==> config.mk <==
export PLATFORM = sky130hd
export DESIGN_NAME = serial_adder
export DESIGN_NICKNAME = d
export VERILOG_FILES = /design/src/rtl/serial_adder.sv
export SDC_FILE = /design/constraint.sdc
export NUM_CORES = 1
export LEC_CHECK = 0
export CAP_MARGIN = 5
export CORE_ASPECT_RATIO = 1.1
export CORE_MARGIN = 5
export CORE_UTILIZATION = 49
export CTS_CLUSTER_DIAMETER = 40
export DETAILED_ROUTE_END_ITERATION = 10
export GPL_TIMING_DRIVEN = 0
export PLACE_DENSITY_LB_ADDON = 0.1
export SYNTH_ARGS = -nofsm -noshare
export SYNTH_HDL_FRONTEND = slang
export SYNTH_SLANG_ARGS = --single-unit
==> constraint.sdc <==
create_clock -name clk -period 1.75 [get_ports clk]
set_input_delay 0.525 -clock clk [delete_from_list [all_inputs] [get_ports clk]]
set_output_delay 0.525 -clock clk [all_outputs]
set_load 0.01 [all_outputs]
==> src/rtl/serial_adder.sv <==
// Bit-serial adder: one full-adder cell and a carry flop, LSB first.
// Optional SERIAL_ADDER_OVF_EN adds a registered two's-complement ovf output.
module serial_adder #(
  parameter int WIDTH = 4
) (
  input  logic             clk,
  input  logic             rst,
  input  logic             start,
  input  logic [WIDTH-1:0] a,
  input  logic [WIDTH-1:0] b,
  input  logic             cin,
  output logic [WIDTH-1:0] sum,
  output logic             cout,
`ifdef SERIAL_ADDER_OVF_EN
  output logic             ovf,
`endif
  output logic             busy,
  output logic             done
);

  localparam int CW = $clog2(WIDTH);

  typedef enum logic [1:0] {
    IDLE,
    SHIFT,
    DONE
  } state_t;

  state_t state, state_nx;

  logic [WIDTH-1:0] a_sr, b_sr;
  logic [CW-1:0]    cnt;
  logic             carry;
  logic             s, c_nx, last;

  assign s    = a_sr[0] ^ b_sr[0] ^ carry;
  assign c_nx = (a_sr[0] & b_sr[0]) |
                (a_sr[0] & carry) |
                (b_sr[0] & carry);
  assign last = (cnt == CW'(WIDTH - 1));

  always_ff @(posedge clk or posedge rst) begin
    if (rst) state <= IDLE;
    else     state <= state_nx;
  end

  always_comb begin
    state_nx = state;
    unique case (state)
      IDLE:    if (start) state_nx = SHIFT;
      SHIFT:   if (last)  state_nx = DONE;
      DONE:    state_nx = IDLE;
      default: state_nx = IDLE;
    endcase
  end

  always_ff @(posedge clk or posedge rst) begin
    if (rst) begin
      a_sr  <= '0;
      b_sr  <= '0;
      carry <= 1'b0;
      cnt   <= '0;
      sum   <= '0;
      cout  <= 1'b0;
`ifdef SERIAL_ADDER_OVF_EN
      ovf   <= 1'b0;
`endif
    end else begin
      unique case (state)
        IDLE: begin
          if (start) begin
            a_sr  <= a;
            b_sr  <= b;
            carry <= cin;
            cnt   <= '0;
            sum   <= '0;
            cout  <= 1'b0;
`ifdef SERIAL_ADDER_OVF_EN
            ovf   <= 1'b0;
`endif
          end
        end
        SHIFT: begin
          carry <= c_nx;
          sum   <= {s, sum[WIDTH-1:1]};
          a_sr  <= {1'b0, a_sr[WIDTH-1:1]};
          b_sr  <= {1'b0, b_sr[WIDTH-1:1]};
          cnt   <= cnt + 1'b1;
          if (last) begin
            cout <= c_nx;
`ifdef SERIAL_ADDER_OVF_EN
            // carry here is the carry into the MSB cell
            ovf  <= carry ^ c_nx;
`endif
          end
        end
        default: ;
      endcase
    end
  end

  assign busy = (state != IDLE);
  assign done = (state == DONE);

endmodule
==> reports/qor.yml <==
power:
  vdd_drop_max_v: 0.000841
  p_leak_nw: 0.577
  p_per_area_nw_per_um2: 1800
logic_synthesis:
  yosys_warnings: 0
  yosysSeqAreaShare_pct: 48.4
  synth_nets: 86
  avgSynthCellArea_um2: 12.9
  syn_inst: 72
  netlist_area_um2: 931
  synth_seq_cells: 18
  ys_types: 24
critical_path:
  crit_type: "reg2out"
  r2r_slack_ns: 0.38
  endpoint_kind: "primary output"
  r2r-start: "state[0]"
  reg2reg_to: "sum[3]"
  start_kind: "register"
  worst_ep_arrival_time_ns: 1.19
  reg2regPathDepth: 5
  cp_max_fo: 10
  required_ns: 1.22
grt:
  grt_overflow: 0
  grt_pass1_vias: 682
  antenna_found_initial: 0
  grt_max_degree: 19
  grt_pass1_wl_um: 3180
  track_usage_pct: 14.6
clock_tree:
  htree_levels: 1
  cts_sinks: 18
  cts_made_buffers: 3
  tritoncts: "done"
  cts_root_buf: "clkbuf_4"
  path_clk_slew_ns: 0.11
  cts_buffer_depth: 2
  hold_buffers: 0
  clk_latency_ns: 0.30
finish:
  areaGrowthSynthToFinish_pct: 29.7
  layout_common_cells: "dfrtp_1, clkdlybuf4s50_1, inv_1"
  multi_input_area_um2: 393
  mostFrequentLayoutCell: "dfrtp_1"
  fillerInstances: 139
  postLayoutCoreUtil_pct: 67.0
  nets: 114
  regArea_um2: 452
  diodes: 0
  layout-drive-gt1-share_pct: 32.3
timing:
  setup_violations: 0
  slew_headroom_pct: 52.3
  fin_skew_ns: 0.00406
  finalHoldViolCount: 0
  post-route-min-period_ns: 1.71
  drv_slew: 0
  setup_tns_ns: 0
  tightest_slew_ns: 0.714
  layout_setup_ws_ns: 0.0375
  fin_crit_sh_pct: 97.9
  clock.fmax_mhz: 584
place:
  pre_cts_ws_ns: -0.181
  gp_congestion: 0.710
  io_buffers: 17
  place_hpwl_um: 1260
routing:
  wl_per_cell_um: 16.5
  met3_wirelength_um: 94
  vias: 686
  routed_wl_um: 1930
  wl_met2_um: 969
  post_drt_via_cell_ratio: 5.86
  first_pass_iters: 5
  ant_nets: 0
  drc: 0
  top_layer_used: "met4"
  met1_length_um: 832
  drt_first_iter_violations: 14
hold_path:
  hp-class: "reg2reg"
  holdPathEnd: "a_sr[3]"
  holdPathStages: 1
  hp-start: "a_sr[3]"
flow_run:
  cap_violations: 0
floorplanning:
  dieArea_um2: 2870
  initial_core_util_pct: 51.7
  rows: 16
  die_x_um: 51.6
  chipHeight_um: 55.7
  num_io_pins: 19
  core_area_um2: 1800
run_status:
  status: "finished clean"
through the flow:
step,area [um^2],total power [W],std cells,hold WS (ns)
2_1_floorplan,931,0.00151,72,0.464
3_3_place_gp,1120,0.00180,107,0.478
3_5_place_dp,1120,0.00184,107,0.484
4_1_cts,1190,0.00215,114,0.510
5_1_grt,1210,0.00232,117,0.531
6_report,1210,0.00217,117,0.503
critical path: stages, from the launching register on:
cell and delay (ns):
dfrtp_2 0.47, buf_6 0.16, nor2b_1 0.12, buf_2 0.14
per-layer routing:
layer | GRT usage, % | up-vias
met5 | 0 | -
met1 | 19.3 | 348
met2 | 23.3 | 19
li1 | - | 315
met3 | 2.68 | 4
met4 | 5.62 | 0
state kept, by name (all words and copies together) (netlist names):
register  cells
sum           4
cnt           2
cout          1
a_sr          4
state         2
b_sr          4
carry         1
worst max path at each step:
stage               startpoint      to  slack, ns  depth (start not counted)
finish                state[1]    done       0.04                          3
global route            sum[3]  sum[3]     -0.005                          1
CTS                       cout    cout      0.004                          1
global placement      state[0]    busy      -0.14                          4
floorplan             state[1]    done       0.40                          2
detailed placement    state[0]    busy      -0.18                          4
where the power goes:
part | internal (W) | total [W] | switching [W]
Sequential | 0.000609 | 0.000710 | 0.000100
Combinational | 0.000634 | 0.00121 | 0.000571
Clock | 0.000127 | 0.000259 | 0.000132
Total | 0.00137 | 0.00217 | 0.000804
area by class of cell:
cell class              count  area share (%)
flip-flops and latches     18            37.4
multi-input cells          38            32.5
repair buffers             24            17.9
plain buffers               5            4.15
inverters                  10            3.11
clock buffers               4            3.01
well taps                  18            1.87
cell usage after synthesis (all sizes together):
| library cell | number | area, um^2 |
|---|---|---|
| inv | 10 | 37.5 |
| a32o | 2 | 20.0 |
| and2 | 1 | 6.26 |
| nor2b | 5 | 38.8 |
| a211oi | 3 | 37.5 |
| a222oi | 2 | 20.0 |
| ha | 1 | 12.5 |
| buf | 6 | 57.6 |
| fa | 1 | 20.0 |
| dfrtp | 18 | 450 |
| nor3b | 3 | 22.5 |
| mux2 | 1 | 11.3 |
| a221o | 1 | 10.0 |
| a22o | 5 | 43.8 |
| and3b | 1 | 8.76 |
| a21oi | 1 | 5.00 |
| o21bai | 1 | 18.8 |
| nor4b | 5 | 68.8 |
| nor2 | 3 | 11.3 |
| a221oi | 2 | 30.0 |
logic make-up after synthesis:
family	after synthesis	share of synthesized area [%]
fa+ha+maj	2	3.49
mux	1	1.21
flops	18	48.4
compound gates	17	19.9
simple gates	18	16.8
buf+inv	16	10.2
repair_timing:
item | 4_1_cts | 5_1_grt
pin swaps | 1 | 0
buffers inserted | 3 | 4
gates resized for setup | 12 | 3
endpoints found under the setup margin | 3 | 5
No activity file was read; power rests on OpenSTA's default activity.
